--- config.mk ---
export PLATFORM = sky130hd
export DESIGN_NAME = srb_mrd
export DESIGN_NICKNAME = d
export VERILOG_FILES = /design/src/rtl/srb_mrd.sv
export SDC_FILE = /design/constraint.sdc
export NUM_CORES = 1
export LEC_CHECK = 0
export BUFFER_PORTS_ARGS = -buffer_cell sky130_fd_sc_hd__buf_4
export CORE_ASPECT_RATIO = 1.4
export CORE_MARGIN = 5
export CORE_UTILIZATION = 45
export DETAILED_ROUTE_END_ITERATION = 10
export MAX_ROUTING_LAYER = met4
export PLACE_DENSITY_LB_ADDON = 0.15
export RECOVER_POWER = 25
export SLEW_MARGIN = 20
export SYNTH_ARGS = -nofsm -noshare
export SYNTH_HDL_FRONTEND = slang
export SYNTH_SLANG_ARGS = --single-unit
--- constraint.sdc ---
create_clock -name clk -period 2.6 [get_ports clk]
set_clock_uncertainty 0.15 [all_clocks]
set_input_delay 0.65 -clock clk [delete_from_list [all_inputs] [get_ports clk]]
set_output_delay 0.65 -clock clk [all_outputs]
set_load 0.02 [all_outputs]
--- src/rtl/srb_mrd.sv ---
// Multi-read store result buffer: in-order allocation ring with NUM_RD indexed read channels.
// Optional macro SRB_PEEK_EN adds r_req_peek (read without freeing the entry).
module srb_mrd #(
    parameter int DATA_WIDTH = 32,
    parameter int SRB_DEPTH  = 8,
    parameter int NUM_RD     = 2,
    parameter int IDX_W      = $clog2(SRB_DEPTH)
) (
    input  logic                         clk,
    input  logic                         rst_n,
    input  logic                         w_req_valid,
    output logic                         w_req_ready,
    input  logic [DATA_WIDTH-1:0]        w_req_data,
    output logic [IDX_W-1:0]             w_rsp_idx,
    input  logic [NUM_RD-1:0]            r_req_valid,
    input  logic [NUM_RD*IDX_W-1:0]      r_req_idx,
`ifdef SRB_PEEK_EN
    input  logic [NUM_RD-1:0]            r_req_peek,
`endif
    output logic [NUM_RD-1:0]            r_req_ready,
    output logic [NUM_RD-1:0]            r_rsp_valid,
    output logic [NUM_RD*DATA_WIDTH-1:0] r_rsp_data,
    output logic [NUM_RD-1:0]            r_rsp_err,
    input  logic [NUM_RD-1:0]            r_rsp_ready,
    output logic [SRB_DEPTH-1:0]         entry_valid,
    output logic [IDX_W-1:0]             bottom_id
);

    // Pointers carry one extra MSB acting as the wrap bit.
    localparam int PTR_W = IDX_W + 1;
    localparam logic [PTR_W-1:0] DEPTH_P = PTR_W'(SRB_DEPTH);

    logic [DATA_WIDTH-1:0] mem_q      [SRB_DEPTH];
    logic [DATA_WIDTH-1:0] mem_d      [SRB_DEPTH];
    logic [SRB_DEPTH-1:0]  ev_q, ev_d;
    logic [PTR_W-1:0]      top_q, top_d;
    logic [PTR_W-1:0]      bot_q, bot_d;
    logic [PTR_W-1:0]      occ;
    logic                  full;
    logic                  wr_acc;

    logic [NUM_RD-1:0]     rsp_vld_q, rsp_vld_d;
    logic [NUM_RD-1:0]     rsp_err_q, rsp_err_d;
    logic [DATA_WIDTH-1:0] rsp_data_q [NUM_RD];
    logic [DATA_WIDTH-1:0] rsp_data_d [NUM_RD];

    logic [IDX_W-1:0]      rd_idx     [NUM_RD];
    logic [NUM_RD-1:0]     lost_arb;
    logic [NUM_RD-1:0]     rd_acc;
    logic [NUM_RD-1:0]     rd_peek;

`ifdef SRB_PEEK_EN
    assign rd_peek = r_req_peek;
`else
    assign rd_peek = '0;
`endif

    assign occ         = top_q - bot_q;
    assign full        = (occ == DEPTH_P);
    assign w_req_ready = !full;
    assign wr_acc      = w_req_valid && !full;
    assign w_rsp_idx   = top_q[IDX_W-1:0];
    assign bottom_id   = bot_q[IDX_W-1:0];
    assign entry_valid = ev_q;
    assign r_rsp_valid = rsp_vld_q;
    assign r_rsp_err   = rsp_err_q;

    always_comb begin
        for (int c = 0; c < NUM_RD; c++) begin
            rd_idx[c] = r_req_idx[c*IDX_W +: IDX_W];
        end
    end

    // Same-index collisions: the lowest-numbered requesting channel wins.
    always_comb begin
        lost_arb = '0;
        for (int c = 1; c < NUM_RD; c++) begin
            for (int p = 0; p < c; p++) begin
                if (r_req_valid[p] && r_req_valid[c] && (rd_idx[p] == rd_idx[c])) begin
                    lost_arb[c] = 1'b1;
                end
            end
        end
    end

    assign r_req_ready = (~rsp_vld_q | r_rsp_ready) & ~lost_arb;
    assign rd_acc      = r_req_valid & r_req_ready;

    always_comb begin
        for (int c = 0; c < NUM_RD; c++) begin
            r_rsp_data[c*DATA_WIDTH +: DATA_WIDTH] = rsp_data_q[c];
        end
    end

    always_comb begin
        mem_d      = mem_q;
        ev_d       = ev_q;
        top_d      = top_q;
        bot_d      = bot_q;
        rsp_vld_d  = rsp_vld_q;
        rsp_err_d  = rsp_err_q;
        rsp_data_d = rsp_data_q;

        // Reclaim looks only at registered flags, so a slot freed this cycle waits one cycle.
        if ((occ != '0) && !ev_q[bot_q[IDX_W-1:0]]) begin
            bot_d = bot_q + PTR_W'(1);
        end

        for (int c = 0; c < NUM_RD; c++) begin
            if (rd_acc[c]) begin
                rsp_vld_d[c] = 1'b1;
                if (ev_q[rd_idx[c]]) begin
                    rsp_data_d[c] = mem_q[rd_idx[c]];
                    rsp_err_d[c]  = 1'b0;
                    if (!rd_peek[c]) begin
                        ev_d[rd_idx[c]] = 1'b0;
                    end
                end else begin
                    rsp_data_d[c] = '0;
                    rsp_err_d[c]  = 1'b1;
                end
            end else if (r_rsp_ready[c]) begin
                rsp_vld_d[c] = 1'b0;
            end
        end

        // The top slot is never occupied when not full, so this cannot collide with a read clear.
        if (wr_acc) begin
            mem_d[top_q[IDX_W-1:0]] = w_req_data;
            ev_d[top_q[IDX_W-1:0]]  = 1'b1;
            top_d                   = top_q + PTR_W'(1);
        end
    end

    always_ff @(posedge clk) begin
        if (!rst_n) begin
            ev_q      <= '0;
            top_q     <= '0;
            bot_q     <= '0;
            rsp_vld_q <= '0;
            rsp_err_q <= '0;
            for (int i = 0; i < SRB_DEPTH; i++) begin
                mem_q[i] <= '0;
            end
            for (int c = 0; c < NUM_RD; c++) begin
                rsp_data_q[c] <= '0;
            end
        end else begin
            ev_q       <= ev_d;
            top_q      <= top_d;
            bot_q      <= bot_d;
            rsp_vld_q  <= rsp_vld_d;
            rsp_err_q  <= rsp_err_d;
            mem_q      <= mem_d;
            rsp_data_q <= rsp_data_d;
        end
    end

endmodule

# Word level (Yosys, flattened, before mapping)
# Cells that the tools add are included.
[op_classes]
order_cmp = 11
n_reduce_logical = 13
eq_ne = 2
n_bitwise = 13
muxes = 35
n_addsub = 3
[op_table]
columns = ["cell", "count"]
rows = [
  ["$bwmux 256", 1],
  ["$mux 32", 7],
  ["$bmux 32 s3", 2],
  ["$demux 32 s3", 1],
  ["$mux 8", 5],
  ["$and 8x8->8", 2],
  ["$lt 3x4->1 const B", 4],
  ["$not 8->8", 2],
  ["$mux 1", 13],
  ["$ge 4x4->1 const B", 3],
  ["$not 3->4", 3],
  ["$bmux 1 s3", 3],
  ["$demux 1 s3", 3],
  ["$ge 3x1->1 const B", 3],
  ["$add 4x1->4 const B", 2],
  ["$logic_and 1x1->1", 8],
  ["$or 8x8->8", 1],
  ["$and 2x2->2", 2],
  ["$eq 4x4->1 const B", 1],
  ["$lt 4x1->1 const B", 1],
  ["$not 2->2", 2],
  ["$reduce_bool 2->1", 2],
  ["$reduce_bool 4->1", 1],
  ["$sub 4x4->4", 1],
  ["other kinds (3)", 4],
]
[word_totals]
ff_bits = 340
in_bits = 45
word_cells = 94

# Depth between registers and ports, before layout
# Gate-level depths: netlist of run 1.
[logic_depth]
depth_word = 13
depth_mapped = 13
ltp_nobuf = 8

# Worst setup path after synthesis of run 1
# No wires, ideal clock.
[synth_path]
path_type = "register -> output"
startpoint = "reg bot_q[2]"
endpoint = "out w_req_ready"
stages_incl_launch_ff = 10
path_buffers = 3
t_required_ns = 1.800
setup_slack_ns = -0.280
arrival_ns = 2.080
cell_sequence = "dfxtp_1 > inv_1 > ha_1 > and3b_1 > or3_1 > and4bb_1 > buf_6 > buf_6 > inv_4 > buf_2"
[synth_between]
elab_chain_len = 3
[synth_lines]
columns = ["element", "line", "rtl"]
rows = [
  ["start, declared", "37", "logic [PTR_W-1:0] bot_q, bot_d;"],
  ["start signal, assigned", "151", "bot_q <= bot_d;"],
  ["$sub 4x4->4", "58", "assign occ = top_q - bot_q;"],
  ["$eq 4x4->1", "59", "assign full = (occ == DEPTH_P);"],
  ["$logic_not 1->1", "60", "assign w_req_ready = !full;"],
  ["end, declared", "12", "output logic w_req_ready,"],
]
# No other way between the ends.

# Worst setup path in the final report of run 1
[layout_path]
startpoint = "reg bot_q[1]"
endpoint = "out w_req_ready"
# The elaborated chain is that of the path after synthesis.

==> metrics.md, run 1 <==
| Metric | Value |
|---|---|
| Status | finished with violations |
| Failing checks | setup timing |
| Number of fill cells | about 3400 |
| Required time of the critical path | around 1800 ps |
| CTS tree | done |
| Num CTS Buffers | 37 |
| Register area share after synthesis | 0.400 |
| Compound-Gate Fraction of Synth Area | 0.233 |
| Worst-path clk slew | around 60 ps |
| Mapped Area | 17000 um2 |
| Hpwl dp | between 30 and 40 mm |
| Die ar. | about 42000 um2 |
| # placed instances | around 2400 |
| Detailed Route WL | approximately 64 mm |
| Commonest non-fill, non-tap cell in the layout | dfxtp_1 |
| Lkg Pwr | between 6 and 7 nW |
| Placer Congestion | ~0.87 |
| Wire per inst | between 20 and 30 um |
| CP Max Fanout | 3 |
| Multi-input gate area | approximately 9100 um2 |
| Largest net degree at the start of global routing | 181 |
| Post-synth EDFFs | 0 |
| Post-synth ARST share | 0 |
| Synth top area share | 0.400 |
| Adder-cell share of the synthesized area | 0.00368 |
| Xor/xnor share of the synthesized area | 0.00257 |
| Post-Layout Cell Count | 2447 |
| Syn Nets | approximately 1900 |
| Port buffer count | ~130 |
| Synth cell types | 52 |
| Synth Area per Inst | approximately 9.0 um2 |
| I/O pin count | between 100 and 150 |
| Main combinational cell family by area after synthesis | compound AO/OA/AOI/OAI gates |
| Final instance area | about 20000 um2 |
| First-pass GRT wire length | around 94 mm |
| DRC | 0 |
| Minimum clock period | 2910 ps |
| Yosys top cell by area | dfxtp_1 |
| Fin. max-slew vios | 0 |
| Crit path capture type | primary output |
| Startpoint types | flip-flop |
| Maximum clock rate | between 300 and 400 MHz |
| CTS max path bufs | 3 |
| Synth Area in Simple Gates | 0.114 |
| Vias after detailed routing | between 15000 and 20000 |
| Final setup viols | 1 |
| Cells after synthesis | ~1900 |
| ANT nets after route | 0 |
| PwrDens | between 800 and 900 nW/um2 |
| Drt pass-1 iters | 9 |
| Die W | approximately 170 um |
| DP Area | 18900 um2 |
| Worst-Margin Slew | about 1400 ps |
| Area grow syn2layout | 18.3% |
| Row count | 84 |
| Critical Path AT | approximately 2100 ps |
| Synth area leaders | dfxtp_1 (40%), mux4_2 (12%), o21ai_0 (8.7%) |
| VDD IR max | between 500 and 600 uV |
| Max-cap viol count | 0 |
| GRT Total Usage | 0.295 |
| Post-synth top flop | dfxtp_1 |
| Overflow after GRT | 0 |
| Die Span Y | about 240 um |
| Vias in the first global route | 15576 |
| Worst relative slew slack | 0.0803 |
| DRT iter0 DRCs | between 1500 and 2000 |
| Final hold vios | 0 |
| Multiplexer area fraction after synthesis | 0.175 |
| Worst-skew pair later-pin latency | 550 ps |
| Number of synthesis warnings | 0 |
| Final Cycle Share | 1.12 |
| Clock Tree Root | clkbuf_16 |
| Sequential Area | 6820 um2 |
| Synthesized flop and latch total | between 300 and 400 |
| RSZ-0062 raised after global routing | true |
| Most frequent cells in the layout | dfxtp_1 (335), o21ai_0 (296), a21oi_1 (274) |
| Layout cells sized above 1 | 0.198 |
| CORE AREA | 37500 um2 |
| Nets@finish | 1997 |
| HP Class | input port to flip-flop |
| Crit Path Category | flip-flop to primary output |
| Setup ws final | -314 ps |
| Via-to-Cell Ratio | 6.63 |
| Initial antenna violation count | 1 |
| Starting density of the core | 0.453 |
| Max H-tree Level | 2 |
| Clock sinks | 340 |
[cell usage after synthesis (4+ instances only)]
cell type	n
a22o_1	9
o31ai_1	4
mux2_2	23
a21oi_1	276
o2bb2ai_1	32
mux2i_1	63
ha_1	5
or3_1	6
clkbuf_1	173
and2_1	7
nor2_1	22
a221o_1	5
nor3b_1	4
o211ai_1	5
inv_1	6
nor2b_1	7
xnor2_1	4
buf_1	10
o21ai_0	296
nand3_1	262
nand2b_1	8
a22oi_1	18
dfxtp_1	340
nand2_1	69
mux4_2	93
buf_6	25
a21o_1	8
buf_4	9
buf_2	28
nor3_1	8
a221oi_1	25
[worst max-delay path: stages (launching register included)]
cell and delay (ps):
dfxtp_4 360, inv_4 30, ha_4 200, and3b_1 190
or3_4 370, and4bb_4 250, inv_8 70, buf_8 120
[power breakdown]
group	internal (mW)	total, mW	leakage, nW	switching, mW
combinational	1.97	5.67	3.45	3.70
sequential	5.50	5.70	2.75	0.203
clock	3.40	5.68	0.632	2.27
[state kept, by name, indices dropped and copies added, names as in the netlist]
name,flops
top_q,4
r_rsp_err,2
r_rsp_valid,2
mem_q,256
r_rsp_data,64
entry_valid,8
bot_q,4
[final cells by class]
class                      count  area share
timing repair buffer         269       0.113
clock buffer                  52      0.0534
sequential                   340       0.339
inverter                       8     0.00249
multi-input combinational   1291       0.452
antenna                        1    0.000124
clock inverter                13      0.0108
tap                          473      0.0294
[per-layer routing]
metal  track usage  up-vias  wire [um]
met3        0.0366      216       5450
met2         0.488      935      30700
met4         0.141        0       3400
met5             -        -          0
li1              -     7136          -
met1         0.360     7942      24500
[stage by stage]
| step | power [mW] | TNS [ps] | hold WS, ps | worst slack (ps) | util |
|---|---|---|---|---|---|
| after detailed placement | 10.6 | -8860 | 295 | -353 | 0.504 |
| final | 17.0 | -314 | 259 | -314 | 0.536 |
| after CTS | 16.3 | -523 | 251 | -379 | 0.539 |
| after floorplan | 9.18 | -26.5 | 305 | -26.5 | - |
| after global routing | 17.6 | -1780 | 262 | -360 | 0.536 |
| after global placement | 10.5 | -7410 | 289 | -303 | 0.503 |
[cell families after synthesis]
kind of cell / count (synthesis)
xor gates and xnor gates: 5
muxes: 179
AOI/OAI and AO/OA: 704
and+or+nand+nor: 398
buffers and inverters: 253
adders and majority gates: 5
DFF: 340
[final timing paths]
path | start | end | slack (ps) | depth (start not counted)
hold / removal | w_req_data[22] | mem_q[118]$_SDFFE_PN0P_ | 260 | 3
setup reg to reg | bot_q[1]$_SDFFE_PN0P_ | mem_q[191]$_SDFFE_PN0P_ | 10 | 11
hold reg to reg | r_rsp_data[25]$_SDFFE_PN0N_ | r_rsp_data[25]$_SDFFE_PN0N_ | 300 | 2
setup / recovery | bot_q[1]$_SDFFE_PN0P_ | w_req_ready | -310 | 7
[repair_timing]
action / CTS / global route
setup endpoints to repair: 1 / 246
gates resized for setup: 7 / 8
cloned: 0 / 7
buffers inserted: 1 / 2
hold buffers: 0 / 0
pin swaps: 3 / 2
(Power assumes the default switching activity.)
==> inputs of run 2 (changes only) <==
Settings changed: SKIP_LAST_GASP from default to 1.
==> metrics.md, run 2 (synthesis results as in run 1) <==
| Metric | Value |
|---|---|
| Status | finished with violations (unchanged) |
| Failing checks | setup timing (unchanged) |
| Detailed Route WL | 64.0 mm (about the same) |
| Most frequent cells in the layout | dfxtp_1 (335), o21ai_0 (296), a21oi_1 (275) (was dfxtp_1 (335), o21ai_0 (296), a21oi_1 (274)) |
| Worst-Margin Slew | 1360 ps (was 1380 ps) |
| Slowest-stage cell, CP | or3_4 (unchanged) |
| Crit path capture type | primary output (unchanged) |
| Commonest non-fill, non-tap cell in the layout | dfxtp_1 (unchanged) |
| CP Max Fanout | 3 (unchanged) |
| DP Area | 18900 um2 (unchanged) |
| Final Cycle Share | 1.12 (about the same) |
| Crit Path Category | flip-flop to primary output (unchanged) |
| Worst-skew pair later-pin latency | 540 ps (was 550 ps) |
| Power Total | 17.0 mW (about the same) |
| I/O pin count | 130 (unchanged) |
| CP cell instances | inv_4, ha_4, and3b_1, or3_4, and4bb_4, inv_8, buf_8 (unchanged) |
| Worst-path clk slew | 60 ps (about the same) |
| VDD IR max | 511 uV (about the same) |
| First-pass GRT wire length | 94.3 mm (was 94.4 mm) |
| Max-cap viol count | 0 (unchanged) |
| Row count | 84 (unchanged) |
| Vias in the first global route | 15560 (was 15576) |
| Clock sinks | 340 (unchanged) |
| Post-Layout Cell Count | 2447 (unchanged) |
| WHS Path Cells | 3 (unchanged) |
| Worst r2r src | bot_q[1]$_SDFFE_PN0P_ (unchanged) |
| CTS Hold Buffers Added | 0 (unchanged) |
| Nets@finish | 1997 (unchanged) |
| Setup crit start | bot_q[1]$_SDFFE_PN0P_ (unchanged) |
| Final hold vios | 0 (unchanged) |
| Overflow after GRT | 0 (unchanged) |
| Setup ws final | -323 ps (was -314 ps) |
| Fin. max-slew vios | 0 (unchanged) |
| Flop pwr share | 0.335 (was 0.334) |
| Num CTS Buffers | 37 (unchanged) |
| Drt pass-1 iters | 6 (was 9) |
| Final instance area | 20100 um2 (about the same) |
| Largest net degree at the start of global routing | 181 (unchanged) |
| CTS tree | done (unchanged) |
| Critical Path AT | 2120 ps (was 2110 ps) |
| RSZ-0062 raised after global routing | true (unchanged) |
| # placed instances | 2371 (unchanged) |
| ANT nets after route | 0 (unchanged) |
| Die ar. | 41900 um2 (unchanged) |
| Wire per inst | 26.1 um (was 26.2 um) |
| Worst relative slew slack | 0.0942 (was 0.0803) |
| Clock Tree Root | clkbuf_16 (unchanged) |
| Maximum clock rate | 342 MHz (was 343 MHz) |
| GRT Total Usage | 0.295 (about the same) |
| CORE AREA | 37500 um2 (unchanged) |
| Vias after detailed routing | 16219 (was 16229) |
| Starting density of the core | 0.453 (unchanged) |
| DRC | 0 (unchanged) |
| Area grow syn2layout | 18.2% (was 18.3%) |
| Path depth of the worst reg2reg path | 11 (unchanged) |
| Max stage delay on crit path | 370 ps (about the same) |
| Initial antenna violation count | 1 (unchanged) |
| Hold Crit Start | r_req_valid[0] (was w_req_data[22]) |
| Sw frac | 0.362 (was 0.363) |
| Die Span Y | 240 um (unchanged) |
| Startpoint types | flip-flop (unchanged) |
| Switching pwr | 6.17 mW (was 6.18 mW) |
| Final setup viols | 1 (unchanged) |
| Combinational power share | 0.332 (about the same) |
| HP Class | input port to flip-flop (unchanged) |
| Die W | 174 um (unchanged) |
| Minimum clock period | 2920 ps (was 2910 ps) |
| Internal power | 10.9 mW (about the same) |
| CTS max path bufs | 3 (unchanged) |
| Placer Congestion | 0.868 (unchanged) |
| Max reg flops | 256 (unchanged) |
| Clock network power share | 0.334 (was 0.333) |
| Max H-tree Level | 2 (unchanged) |
| Layout cells sized above 1 | 0.196 (was 0.198) |
| Required time of the critical path | 1800 ps (about the same) |
| Port buffer count | 129 (unchanged) |
| Lkg Pwr | 6.82 nW (was 6.83 nW) |
| Register with the highest flop count | mem_q (unchanged) |
| DRT iter0 DRCs | 1873 (was 1842) |
| Via-to-Cell Ratio | 6.63 (about the same) |
| PwrDens | 847 nW/um2 (about the same) |
| Hpwl dp | 37.7 mm (unchanged) |
-- run 2: cell types whose count changed in the layout (fill, tap and decap cells not counted) --
cell      delta
clkbuf_4     +1
a21oi_2      -1
buf_4        -4
a21oi_1      +1
clkbuf_1     +3
-- run 2: power by group through the flow --
stage	clock network [mW]	registers [mW]	logic, mW
global route	5.94	5.73	5.87
floorplan	0	5.78	3.40
finish	5.68	5.70	5.65
global placement	0	5.80	4.74
detailed placement	0	5.81	4.77
CTS	5.73	5.70	4.82
-- run 2: path summary, 6_finish.rpt --
kind	to	slack (ps)
setup / recovery	w_req_ready	-320
hold / removal	r_rsp_valid[0]$_SDFFE_PN0P_	260
setup reg to reg	mem_q[191]$_SDFFE_PN0P_	20
hold reg to reg	r_rsp_data[25]$_SDFFE_PN0N_	300
-- run 2: area by class of cell --
type                       instances  area, um2
clock buffer                      52       1070
antenna                            1       2.50
multi-input combinational       1291       9090
inverter                           8       50.0
tap                              473        592
clock inverter                    13        216
timing repair buffer             269       2270
fill                            3441      17400
sequential                       340       6820
-- run 2: what timing repair did --
item	4_1_cts	5_1_grt
buffers inserted	1	2
cloned	0	7
endpoints found under the hold margin	0	0
pin swaps	3	2
setup endpoints to repair	1	246
resized for setup	4	10
-- run 2: worst max-delay path: cells and delay by family, from the launching register on --
kind                     cells  cell delay [ps]
buffers and inverters        3              220
adder cells (fa/ha/maj)      1              200
flip-flops                   1              360
AND/OR/NAND/NOR              3              810
-- run 2: routing by layer --
layer | up-vias | share of wire | track usage
li1 | 7137 | - | -
met2 | 957 | 0.48 | 0.488
met1 | 7906 | 0.38 | 0.360
met5 | - | 0 | -
met4 | 0 | 0.054 | 0.140
met3 | 219 | 0.086 | 0.0366
-- run 2: stage by stage --
step	setup TNS (ps)	util	setup WS, ps	hold WS (ps)
2_1_floorplan	-26.5	-	-26.5	305
3_3_place_gp	-7410	0.503	-303	289
3_5_place_dp	-8860	0.504	-353	295
4_1_cts	-797	0.538	-379	251
5_1_grt	-1760	0.536	-360	262
6_report	-323	0.536	-323	260
